[config.mk]
export PLATFORM = sky130hd
export DESIGN_NAME = usb_tx_core
export DESIGN_NICKNAME = d
export VERILOG_FILES = /design/src/rtl/usb_tx_core.sv
export SDC_FILE = /design/constraint.sdc
export NUM_CORES = 1
export LEC_CHECK = 0
export ABC_CLOCK_PERIOD_IN_PS = 3300
export CORE_MARGIN = 2
export CORE_UTILIZATION = 40
export CTS_CLUSTER_SIZE = 16
export DETAILED_ROUTE_END_ITERATION = 16
export GPL_ROUTABILITY_DRIVEN = 0
export HOLD_SLACK_MARGIN = 0.06
export SLEW_MARGIN = 15
export SYNTH_ARGS = -nofsm -noshare
export SYNTH_HDL_FRONTEND = slang
export SYNTH_SLANG_ARGS = --single-unit
[constraint.sdc]
create_clock -name clk -period 3.3 [get_ports clk]
set_clock_uncertainty 0.1 [all_clocks]
set_input_delay 0.66 -clock clk [delete_from_list [all_inputs] [get_ports clk]]
set_output_delay 0.66 -clock clk [all_outputs]
set_load 0.01 [all_outputs]
[src/rtl/usb_tx_core.sv]
// USB full-speed transmitter for ACK/NAK handshakes and DATA0 packets: NRZI, bit stuffing, EOP.
// Define USB_TX_CRC_EN to append the CRC16 field to DATA0 packets.
module usb_tx_core (
  input  logic       clk,
  input  logic       rst,
  input  logic [1:0] tx_packet,
  input  logic [6:0] tx_packet_size,
  input  logic [7:0] tx_packet_data,
  input  logic       hresp,
  output logic       dplus_out,
  output logic       dminus_out,
  output logic       tx_transfer_active,
  output logic       tx_error,
  output logic       get_tx_packet_data
);
  typedef enum logic [2:0] {S_IDLE, S_SYNC, S_PID, S_DATA, S_CRC, S_EOP} state_t;

  localparam logic [1:0] CMD_DATA0 = 2'b01;
  localparam logic [1:0] CMD_NAK   = 2'b10;
  localparam logic [1:0] CMD_ACK   = 2'b11;
  localparam logic [7:0] SYNC_BYTE = 8'h80;

  // r_state/r_idx/r_stuff describe the bit currently shown on the line
  state_t     r_state, w_state_next;
  logic [2:0] r_idx, w_idx_next;
  logic       r_stuff, w_stuff_next;
  logic [2:0] r_ones, w_ones_next;
  logic [7:0] r_byte, w_byte_next;
  logic       w_bit_next;
  logic [1:0] r_cmd, w_cmd_next;
  logic [6:0] r_left, w_left_next;
  logic [1:0] r_eop_cnt, w_eop_cnt_next;
  logic [7:0] r_buf;
  logic [7:0] w_fetched;
  logic       w_size_err, w_abort;
  logic       w_dplus_next, w_dminus_next, w_active_next, w_error_next, w_get_next;
`ifdef USB_TX_CRC_EN
  logic        r_bit;
  logic        r_crc_hi, w_crc_hi_next;
  logic [15:0] r_crc, w_crc_step, w_crc_next;
`endif

  function automatic logic [7:0] pid_for(input logic [1:0] cmd);
    case (cmd)
      CMD_ACK: return 8'hD2;
      CMD_NAK: return 8'h5A;
      default: return 8'hC3;
    endcase
  endfunction

  // The fetched byte may be consumed on the strobe edge itself or after a stuffed bit
  assign w_fetched  = get_tx_packet_data ? tx_packet_data : r_buf;
  assign w_size_err = (r_state == S_IDLE) && (tx_packet == CMD_DATA0) && (tx_packet_size > 7'd64);
  assign w_abort    = (r_state == S_DATA) && hresp;

`ifdef USB_TX_CRC_EN
  // Reflected form of polynomial 0x8005, fed with payload bits in line order
  always_comb begin
    w_crc_step = r_crc;
    if (r_state == S_DATA && !r_stuff)
      w_crc_step = (r_crc[0] ^ r_bit) ? ((r_crc >> 1) ^ 16'hA001) : (r_crc >> 1);
  end
`endif

  always_ff @(posedge clk) begin
    if (rst) begin
      r_state            <= S_IDLE;
      r_idx              <= 3'd0;
      r_stuff            <= 1'b0;
      r_ones             <= 3'd0;
      r_byte             <= 8'd0;
      r_cmd              <= 2'b00;
      r_left             <= 7'd0;
      r_eop_cnt          <= 2'd0;
      r_buf              <= 8'd0;
      dplus_out          <= 1'b1;
      dminus_out         <= 1'b0;
      tx_transfer_active <= 1'b0;
      tx_error           <= 1'b0;
      get_tx_packet_data <= 1'b0;
`ifdef USB_TX_CRC_EN
      r_bit              <= 1'b0;
      r_crc_hi           <= 1'b0;
      r_crc              <= 16'hFFFF;
`endif
    end else begin
      r_state            <= w_state_next;
      r_idx              <= w_idx_next;
      r_stuff            <= w_stuff_next;
      r_ones             <= w_ones_next;
      r_byte             <= w_byte_next;
      r_cmd              <= w_cmd_next;
      r_left             <= w_left_next;
      r_eop_cnt          <= w_eop_cnt_next;
      if (get_tx_packet_data)
        r_buf <= tx_packet_data;
      dplus_out          <= w_dplus_next;
      dminus_out         <= w_dminus_next;
      tx_transfer_active <= w_active_next;
      tx_error           <= w_error_next;
      get_tx_packet_data <= w_get_next;
`ifdef USB_TX_CRC_EN
      r_bit              <= w_bit_next;
      r_crc_hi           <= w_crc_hi_next;
      r_crc              <= w_crc_next;
`endif
    end
  end

  always_comb begin
    w_state_next   = r_state;
    w_idx_next     = r_idx;
    w_stuff_next   = 1'b0;
    w_ones_next    = 3'd0;
    w_byte_next    = r_byte;
    w_bit_next     = 1'b1;
    w_cmd_next     = r_cmd;
    w_left_next    = r_left;
    w_eop_cnt_next = 2'd0;
`ifdef USB_TX_CRC_EN
    w_crc_hi_next  = r_crc_hi;
    w_crc_next     = w_crc_step;
`endif
    case (r_state)
      S_IDLE: begin
        if (tx_packet != 2'b00 && !w_size_err) begin
          w_state_next = S_SYNC;
          w_idx_next   = 3'd0;
          w_byte_next  = SYNC_BYTE;
          w_bit_next   = SYNC_BYTE[0];
          w_cmd_next   = tx_packet;
          w_left_next  = (tx_packet == CMD_DATA0) ? tx_packet_size : 7'd0;
`ifdef USB_TX_CRC_EN
          w_crc_next   = 16'hFFFF;
`endif
        end
      end
      S_EOP: begin
        if (r_eop_cnt == 2'd2)
          w_state_next = S_IDLE;
        else
          w_eop_cnt_next = r_eop_cnt + 2'd1;
      end
      default: begin
        if (w_abort) begin
          w_state_next = S_EOP;
        end else if (r_ones == 3'd6) begin
          w_stuff_next = 1'b1;
          w_bit_next   = 1'b0;
        end else if (r_idx != 3'd7) begin
          w_idx_next = r_idx + 3'd1;
          w_bit_next = r_byte[w_idx_next];
        end else begin
          w_idx_next = 3'd0;
          case (r_state)
            S_SYNC: begin
              w_state_next = S_PID;
              w_byte_next  = pid_for(r_cmd);
            end
            S_PID, S_DATA: begin
              if (r_cmd != CMD_DATA0) begin
                w_state_next = S_EOP;
              end else if (r_left != 7'd0) begin
                w_state_next = S_DATA;
                w_byte_next  = w_fetched;
                w_left_next  = r_left - 7'd1;
              end else begin
`ifdef USB_TX_CRC_EN
                w_state_next  = S_CRC;
                w_byte_next   = ~w_crc_step[7:0];
                w_crc_hi_next = 1'b0;
`else
                w_state_next  = S_EOP;
`endif
              end
            end
`ifdef USB_TX_CRC_EN
            S_CRC: begin
              if (!r_crc_hi) begin
                w_crc_hi_next = 1'b1;
                w_byte_next   = ~r_crc[15:8];
              end else begin
                w_state_next  = S_EOP;
              end
            end
`endif
            default: w_state_next = S_EOP;
          endcase
          w_bit_next = w_byte_next[0];
        end
        if (!w_stuff_next && w_bit_next &&
            (w_state_next == S_PID || w_state_next == S_DATA || w_state_next == S_CRC))
          w_ones_next = r_ones + 3'd1;
      end
    endcase
  end

  always_comb begin
    w_dplus_next  = 1'b1;
    w_dminus_next = 1'b0;
    case (w_state_next)
      S_IDLE: ;
      S_EOP: begin
        if (w_eop_cnt_next != 2'd2)
          w_dplus_next = 1'b0;
      end
      default: begin
        w_dplus_next  = w_bit_next ? dplus_out : ~dplus_out;
        w_dminus_next = ~w_dplus_next;
      end
    endcase
    w_active_next = (w_state_next != S_IDLE);
    w_error_next  = w_size_err || w_abort;
    // Strobe on the last real bit of the field that precedes each payload byte
    w_get_next    = (w_state_next == S_PID || w_state_next == S_DATA) && (w_idx_next == 3'd7) &&
                    !w_stuff_next && (w_left_next != 7'd0);
  end
endmodule

; ---- Word-level counts from Yosys, hierarchy flattened
; Index checks and enable logic that the tools add are counted.
[totals]
regBits = 41
inputBits = 20
output_inout_bits = 5
[classes]
addsub = 4
magnitude_cmp = 2
eq_ne = 25
n_mux = 51
bitwise_logic = 4
n_reduce_logical = 30
[ops]
columns = cell, count
row1 = $mux W7, 8
row2 = $mux W8, 7
row3 = $pmux W8 S2, 3
row4 = $mux W3, 12
row5 = $eq A3 B2 Y1 const B, 6
row6 = $pmux W3 S2, 3
row7 = $eq A3 B3 Y1 const B, 5
row8 = $pmux W7 S2, 1
row9 = $reduce_bool A7 Y1, 2
row10 = $mux W1, 12
row11 = $logic_and A1 B1 Y1, 9
row12 = $ne A3 B3 Y1 const B, 3
row13 = $reduce_and A8 Y1, 1
row14 = $gt A7 B7 Y1 const B, 1
row15 = $sub A7 B1 Y7 const B, 1
row16 = $add A3 B1 Y3 const B, 2
row17 = $eq A2 B2 Y1 const B, 3
row18 = $logic_not A3 Y1, 2
row19 = $ne A2 B1 Y1 const B, 3
row20 = $ne A2 B2 Y1 const B, 3
row21 = $reduce_bool A3 Y1, 2
row22 = $reduce_and A5 Y1, 1
row23 = $logic_or A1 B1 Y1, 4
row24 = $lt A3 B4 Y1 const B, 1
row25 = other kinds (13), 21

; ---- Logic depth before layout (Yosys ltp)
; Gate-level depths: netlist of run 1.
[logic_depth]
ltp_word = 14
mapped_depth = 10
ltp_nobuf = 8

; ---- Worst setup path after synthesis of run 1
; No wires, ideal clock.
[synth_timing]
path_type = reg-to-reg
startpoint = reg r_idx[0]
endpoint = reg get_tx_packet_data
setup_time_ps = 74
arrival_ps = 2471
required_ps = 3126
setup_slack_ps = 654
stages_incl_launch_ff = 10
path_buffers = 1
period_less_slack_ps = 2646
cell_sequence = dfxtp_1 > ha_1 > ha_1 > a21bo_2 > clkbuf_1 > a21oi_1 > o31ai_1 > or4_1 > or4b_1 > a31oi_1
[synth_via]
elab_chain_len = 11
elab_cells_between_ends = 24
classes_between = add/sub (1) / eq/ne (4) / mux (14) / reduce/logical (5)
[synth_rtl]
columns = item, line
row1 = "start, declared", 25  ; logic [2:0] r_idx, w_idx_next;
row2 = "start signal, assigned", 88  ; r_idx <= w_idx_next;
row3 = branches (longest 10 deep; another with $add A3 B1 Y3), n/a
row4 = $logic_and A1 B1 Y1 *, 216  ; !w_stuff_next && (w_left_next != 7'd0);
row5 = "end signal, assigned", 101  ; get_tx_packet_data <= w_get_next;
row6 = "end, declared", 14  ; output logic get_tx_packet_data
; Mark *: on every way between the ends. The select of a mux whose other input is x is not followed.
; A chain may end at the register's enable or synchronous reset.

; ---- Final worst setup path of run 1
; Same ends and word-level chain as after synthesis.

==> impl_metrics.yaml, run 1 <==
yosys:
  netlist-cell-type-count: 63
  synth_area_leader_cell: "sky130_fd_sc_hd__dfxtp_1"
  postSynthRegisterBits: 41
  netlist_instances: 284
  synth_nets: 310
  synth-edff-count: 0
  mappedNetlistArea_um2: 2396
  total_number_of_yosys_warnings: 0
  synthTopCellsByArea: "sky130_fd_sc_hd__dfxtp_1 34%, sky130_fd_sc_hd__nor2_1 6.6%, sky130_fd_sc_hd__mux2i_1 5.4%"
  fraction_of_registers_with_async_set_or_reset_after_synthesis: 0
  synthDominantCellAreaShare: 0.3426
  synth_sequential_area_ratio: 0.3426
  yosys_most_used_dff: "sky130_fd_sc_hd__dfxtp_1"
  postSynthAreaPerCell_um2: 8.437
critical_path:
  worst-path-max-fanout: 11
  worst_setup_path_startpoint: "r_idx[0]$_SDFF_PP0_"
  worstSetupEndpoint: "get_tx_packet_data$_SDFF_PP0_"
  crit_path_max_cell_delay_ps: 540
  crit_chain: "ha_1 > ha_1 > a21bo_2 > a2111oi_4 > nor3_2 > or4_1 > or4b_1 > a31oi_1"
  critPathArrivalTime_ps: 3140
  critPathTopFamily: "simple AND/OR/NAND/NOR gates"
  critPathKind: "register to register"
  crit_path_buffers_inverters: 0
  worst_path_max_delay_cell: "sky130_fd_sc_hd__or4_1"
  path_depth: 8
  worst_ep_required_time_ps: 3420
  rr_startpoint: "r_idx[0]$_SDFF_PP0_"
  cp_common_cell: "sky130_fd_sc_hd__ha_1"
  worst-r2r-setup-slack_ps: 290
  setup.worst_path.start_class: "register"
  regToRegEndpoint: "get_tx_packet_data$_SDFF_PP0_"
  worst-r2r-cell-count: 8
  critPathCaptureType: "register"
power:
  vdd_ir_drop_max_v: 0.0001470
  fraction_of_power_spent_switching_nets: 0.2676
  power-per-cell-area_nw_per_um2: 351.1
  combPwrFrac: 0.173
  power_leakage_uw: 0.001061
  p_clk_frac: 0.301
  sequentialPowerShare: 0.526
  internal_cell_power_uw: 737.7
  netSwitchingPower_uw: 269.6
sta:
  timing.fmax_mhz: 331.8
  timing.setup.tns_ps: 0
  drv_slew: 0
  report.final.hold_viol_count: 0
  holdWs_ps: 349.6
  rsz0062_at_grt: "no"
  worst_slew_pin_slew_ps: 697.7
  min_period_over_period: 0.9133
  timing.final.crit_period_ps: 3014
  final-setup-viol-count: 0
  timing.slew.headroom: 0.5321
clock_network:
  tritoncts_clock_tree: "built"
  cts-buffers-inserted: 5
  clock_tree.root_cell: "sky130_fd_sc_hd__clkbuf_8"
  postCtsSetupBuffers: 0
  post_cts_resized: 0
  cts_buffer_depth: 2
  ctsHtreeMaxLevel: 2
  cts_num_sinks: 41
  cts_hold_buf: 0
  worstSkewPairLatency_ps: 290
  clk_transition_reported_paths_ps: 70
route:
  drt-initial-drc-count: 180
  routed_wire_length_per_instance_um: 15.99
  detail_route.wirelength_um: 6267
  drt_pass_1_iters: 5
  drcViolationCount: 0
  vias: 2256
  viasPerCell: 5.755
  antenna_violating_nets_post_route: 0
finish:
  layout.cells.most_common: "sky130_fd_sc_hd__nor2_1"
  antennaDiodeCount: 0
  multi_input_area_um2: 1483
  most-common-layout-cells: "42 x sky130_fd_sc_hd__nor2_1, 41 x sky130_fd_sc_hd__dfxtp_1, 24 x sky130_fd_sc_hd__clkdlybuf4s50_1"
  final_core_utilization: 0.4904
  area.sequential_um2: 820.8
  layoutNonFillerInstCount: 392
  fillerInstances: 571
  areaGrowthSynthToFinish_pct: 19.74
  final_layout_size_suffix_gt1_frac: 0.1230
  finish.net_count: 344
floorplanning:
  die_h_um: 81.40
  chipWidth_um: 81.40
  fp-row-count: 28
  floorplan.initialDensity: 0.4095
  floorplan.die_area_um2: 6625
  floorplan.io_pins: 25
  design.core.area_um2: 5851
placed_design:
  dpl.cell_count: 386
  io_buffers: 24
  dpl.hpwl_um: 4881
global_route:
  number_of_global_route_vias_before_repair: 2144
  pin_count_of_the_biggest_net_entering_global_routing: 21
  globalRouteTotalUtil: 0.2070
  grt_antenna_before_repair: 0
  grt_pass1_wl_um: 10490
  grt-ovfl-total: 0
outcome:
  outcome: "complete, no violations"
job:
  max-cap-violations: 0
min_path:
  min-delay-path-class: "register to register"
==> cell families (layout without fill, tap and decap cells) <==
family,after synthesis,in the layout,synth area share
muxes,16,16,0.07780
DFF,41,41,0.3426
and+or+nand+nor,124,124,0.2768
AOI/OAI and AO/OA,74,74,0.2293
buffers and inverters,22,55,0.03864
xor gates and xnor gates,1,1,0.003656
adders and majority gates,6,6,0.03133
==> routing by layer <==
layer | track usage | vias to the layer above | part of all wire
met3 | 0.04000 | 15 | 0.067
met2 | 0.3164 | 98 | 0.43
met4 | 0.08305 | 0 | 0.027
met5 | 0 | - | 0
met1 | 0.2852 | 1018 | 0.47
li1 | - | 1125 | -
==> worst min-delay path by stage <==
| stage | startpoint | to | slack (ps) | cells past startpoint |
|---|---|---|---|---|
| after floorplan | r_ones[0]$_SDFF_PP0_ | r_ones[0]$_SDFF_PP0_ | 320 | 1 |
| after global placement | r_ones[0]$_SDFF_PP0_ | r_ones[0]$_SDFF_PP0_ | 330 | 1 |
| after detailed placement | r_ones[0]$_SDFF_PP0_ | r_ones[0]$_SDFF_PP0_ | 340 | 1 |
| after CTS | r_ones[0]$_SDFF_PP0_ | r_ones[0]$_SDFF_PP0_ | 360 | 1 |
| after global routing | r_ones[0]$_SDFF_PP0_ | r_ones[0]$_SDFF_PP0_ | 370 | 1 |
| final | r_ones[0]$_SDFF_PP0_ | r_ones[0]$_SDFF_PP0_ | 350 | 1 |
==> power by group through the flow <==
stage                     clock (uW)  sequential [uW]  combinational [uW]
after floorplan                    0              536                 102
after global placement             0              541                 173
after detailed placement           0              541                 173
after CTS                        317              529                 174
after global routing             336              532                 191
final                            303              530                 175
==> stage by stage <==
stage / cell area, um^2 / setup WS (ps) / total power (uW)
final: 2869 / 286.1 / 1007
after global placement: 2795 / 143.0 / 714.2
after CTS: 2869 / 301.0 / 1020
after detailed placement: 2795 / 86.18 / 713.6
after global routing: 2869 / 128.9 / 1059
after floorplan: 2396 / 654.4 / 638.1
==> cell usage after synthesis (3+ instances only) <==
cell,instances
sky130_fd_sc_hd__ha_1,6
sky130_fd_sc_hd__nor4_1,5
sky130_fd_sc_hd__nor3_1,16
sky130_fd_sc_hd__o211a_1,3
sky130_fd_sc_hd__a31oi_1,6
sky130_fd_sc_hd__a21oi_1,17
sky130_fd_sc_hd__o21ai_0,10
sky130_fd_sc_hd__and2_1,4
sky130_fd_sc_hd__nor2b_1,8
sky130_fd_sc_hd__nand3_1,4
sky130_fd_sc_hd__mux2i_1,13
sky130_fd_sc_hd__nor2_1,42
sky130_fd_sc_hd__dfxtp_1,41
sky130_fd_sc_hd__clkbuf_1,9
sky130_fd_sc_hd__nand2_1,18
sky130_fd_sc_hd__inv_1,8
sky130_fd_sc_hd__a211o_1,3
sky130_fd_sc_hd__o21ba_2,3
sky130_fd_sc_hd__a211oi_1,6
sky130_fd_sc_hd__or4_1,4
==> state kept, by name, summed over array words and instances (netlist names) <==
signal,count
r_buf,8
r_byte,8
r_left,7
r_idx,3
r_ones,3
r_state,3
r_cmd,2
r_eop_cnt,2
dminus_out,1
dplus_out,1
get_tx_packet_data,1
tx_error,1
tx_transfer_active,1
==> worst register-to-register path: cells and delay by family (launching register included) <==
family / cells / cell delay (ps)
AOI/OAI and AO/OA: 3 / 790
adders and majority gates: 2 / 480
DFF: 1 / 450
and+or+nand+nor: 3 / 1140
==> final cells by class <==
class                   count  area share
flip-flops and latches     41      0.2861
clock buffers               5     0.02399
clock inverters             1    0.001744
inverters                   8     0.01047
well taps                  75     0.03271
multi-input cells         221      0.5168
repair buffers             41      0.1282
Power figures use the tool's default switching activity.
==> run 2, diff against run 1 <==
Settings changed: CORE_ASPECT_RATIO set to 1.5, SETUP_SLACK_MARGIN set to 0.3.
==> run 2 against run 1 <==
Compared with the run above:
- hold slack improved by 2.5 ps
- clock power rose by 16%
- design area rose by 2.9%
- total power rose by 5.3%
- via count rose by 1.6%
- first-iteration DRC count fell by 45%
- non-clock buffer count rose by 3
- maximum frequency rose by 4.2%
- routed wire length rose by 8.4%
- sequential cell count did not move
- critical path depth fell by 1
- sequential share of layout area fell by 0.76 points
- highest routed layer unchanged
==> impl_metrics.yaml, run 2 (same netlist as run 1, synthesis figures left out) <==
job:
  max-cap-violations: 0
route:
  drt-initial-drc-count: 99
  vias: 2293
  detail_route.wirelength_um: 6796
  drcViolationCount: 0
  antenna_violating_nets_post_route: 0
  viasPerCell: 5.820
  drt_pass_1_iters: 4
  routed_wire_length_per_instance_um: 17.25
placed_design:
  io_buffers: 24
  dpl.cell_count: 385
  dpl.hpwl_um: 5227
critical_path:
  crit_chain: "clkdlybuf4s50_1 > and4b_1 > a2111oi_4 > nor3_2 > or4_1 > or4b_1 > a31oi_1"
  crit_path_max_cell_delay_ps: 510
  worst_path_max_delay_cell: "sky130_fd_sc_hd__or4_1"
  critPathKind: "input pin to register"
  critPathArrivalTime_ps: 3020
  setup.worst_path.start_class: "input pin"
  worst-path-max-fanout: 6
  worst_ep_required_time_ps: 3430
  critPathCaptureType: "register"
finish:
  fillerInstances: 605
  most-common-layout-cells: "42 x sky130_fd_sc_hd__nor2_1, 40 x sky130_fd_sc_hd__dfxtp_1, 24 x sky130_fd_sc_hd__clkdlybuf4s50_1"
  top_regs: "r_buf: 8 flops, r_byte: 8 flops, r_left: 7 flops"
  final_layout_size_suffix_gt1_frac: 0.1553
  layout.cells.most_common: "sky130_fd_sc_hd__nor2_1"
  area.sequential_um2: 822.0
  antennaDiodeCount: 0
  layoutNonFillerInstCount: 394
  finish.net_count: 347
  final_core_utilization: 0.5102
  areaGrowthSynthToFinish_pct: 23.19
  multi_input_area_um2: 1523
floorplanning:
  floorplan.die_area_um2: 6638
  fp-row-count: 34
  floorplan.initialDensity: 0.4141
  chipWidth_um: 67.20
  die_h_um: 98.79
  floorplan.io_pins: 25
  design.core.area_um2: 5786
power:
  vdd_ir_drop_max_v: 0.0001526
  fraction_of_power_spent_switching_nets: 0.2729
  power_leakage_uw: 0.001088
  internal_cell_power_uw: 771.4
  p_clk_frac: 0.330
  combPwrFrac: 0.173
  netSwitchingPower_uw: 289.5
  sequentialPowerShare: 0.498
  power-per-cell-area_nw_per_um2: 359.4
sta:
  timing.fmax_mhz: 345.8
  timing.final.crit_period_ps: 2892
  timing.slew.headroom: 0.5832
  min_period_over_period: 0.8764
  holdWs_ps: 352.1
  worst_slew_pin_slew_ps: 616.8
  drv_slew: 0
  rsz0062_at_grt: "no"
  final-setup-viol-count: 0
  report.final.hold_viol_count: 0
clock_network:
  cts_buffer_depth: 2
  clk_transition_reported_paths_ps: 80
  cts-buffers-inserted: 5
  ctsHtreeMaxLevel: 2
  cts_num_sinks: 41
  worstSkewPairLatency_ps: 290
  tritoncts_clock_tree: "built"
  clock_tree.root_cell: "sky130_fd_sc_hd__clkbuf_8"
  cts_hold_buf: 0
global_route:
  number_of_global_route_vias_before_repair: 2340
  globalRouteTotalUtil: 0.2295
  grt_antenna_before_repair: 0
  pin_count_of_the_biggest_net_entering_global_routing: 25
  grt_pass1_wl_um: 11610
  grt-ovfl-total: 0
outcome:
  outcome: "complete, no violations"
min_path:
  min-delay-path-class: "register to register"
-- run 2: changes by cell type in the layout (fill, tap and decap cells not counted), sizes merged --
cell    delta
buf        +3
clkbuf     +1
clkinv     +1
-- run 2: per-layer routing --
metal	GRT usage	wire length (um)	part of all wire	vias to the layer above
met5	0	0	0	-
met4	0.1177	252	0.037	0
met3	0.03881	206	0.030	18
met2	0.3892	3661	0.54	64
met1	0.2697	2676	0.39	1079
li1	-	-	-	1132
-- run 2: critical path: cells and delay by family --
family,cells,cell delay [ps]
simple gates,4,1410
compound gates,2,510
buf+inv,1,450
-- run 2: final cells by class --
class | instances | share of cell area
Clock buffer | 6 | 0.02798
Clock inverter | 2 | 0.004663
Inverter | 8 | 0.01017
Multi-Input combinational cell | 221 | 0.5159
Sequential cell | 41 | 0.2785
Tap cell | 72 | 0.03052
Timing Repair Buffer | 44 | 0.1323
-- run 2: through the flow --
step	worst slack [ps]	power (uW)	area [um^2]	TNS, ps
5_1_grt	301.6	1109	2952	0
3_3_place_gp	-23.20	717.6	2806	-23.20
4_1_cts	301.1	1069	2914	0
6_report	407.8	1061	2952	0
2_1_floorplan	654.4	638.1	2396	0
3_5_place_dp	-68.50	718.5	2806	-132.4
-- run 2: power by group through the flow --
stage | clock network (uW) | registers [uW] | logic, uW
3_3_place_gp | 0 | 539 | 179
3_5_place_dp | 0 | 539 | 179
5_1_grt | 379 | 531 | 200
2_1_floorplan | 0 | 536 | 102
6_report | 350 | 528 | 183
4_1_cts | 360 | 528 | 181
-- run 2: final timing paths --
check,end,slack [ps],startpoint,cells past startpoint
worst max register to register,get_tx_packet_data$_SDFF_PP0_,420,r_idx[0]$_SDFF_PP0_,8
worst min register to register,r_eop_cnt[0]$_SDFF_PP0_,350,r_eop_cnt[0]$_SDFF_PP0_,1
worst min-delay path,r_eop_cnt[0]$_SDFF_PP0_,350,r_eop_cnt[0]$_SDFF_PP0_,1
worst max-delay path,get_tx_packet_data$_SDFF_PP0_,410,hresp,7
-- run 2: what timing repair did --
action / in CTS / in global routing
resized for setup: 2 / 6
pin swaps: 0 / 1
endpoints found under the setup margin: 3 / 2
setup buffers: 0 / 1
==> run 3, diff against run 2 <==
Settings changed: SLEW_MARGIN 15 to not set.
==> results of run 3 <==
Final layout, timing and power as in run 2 (identical DEF).
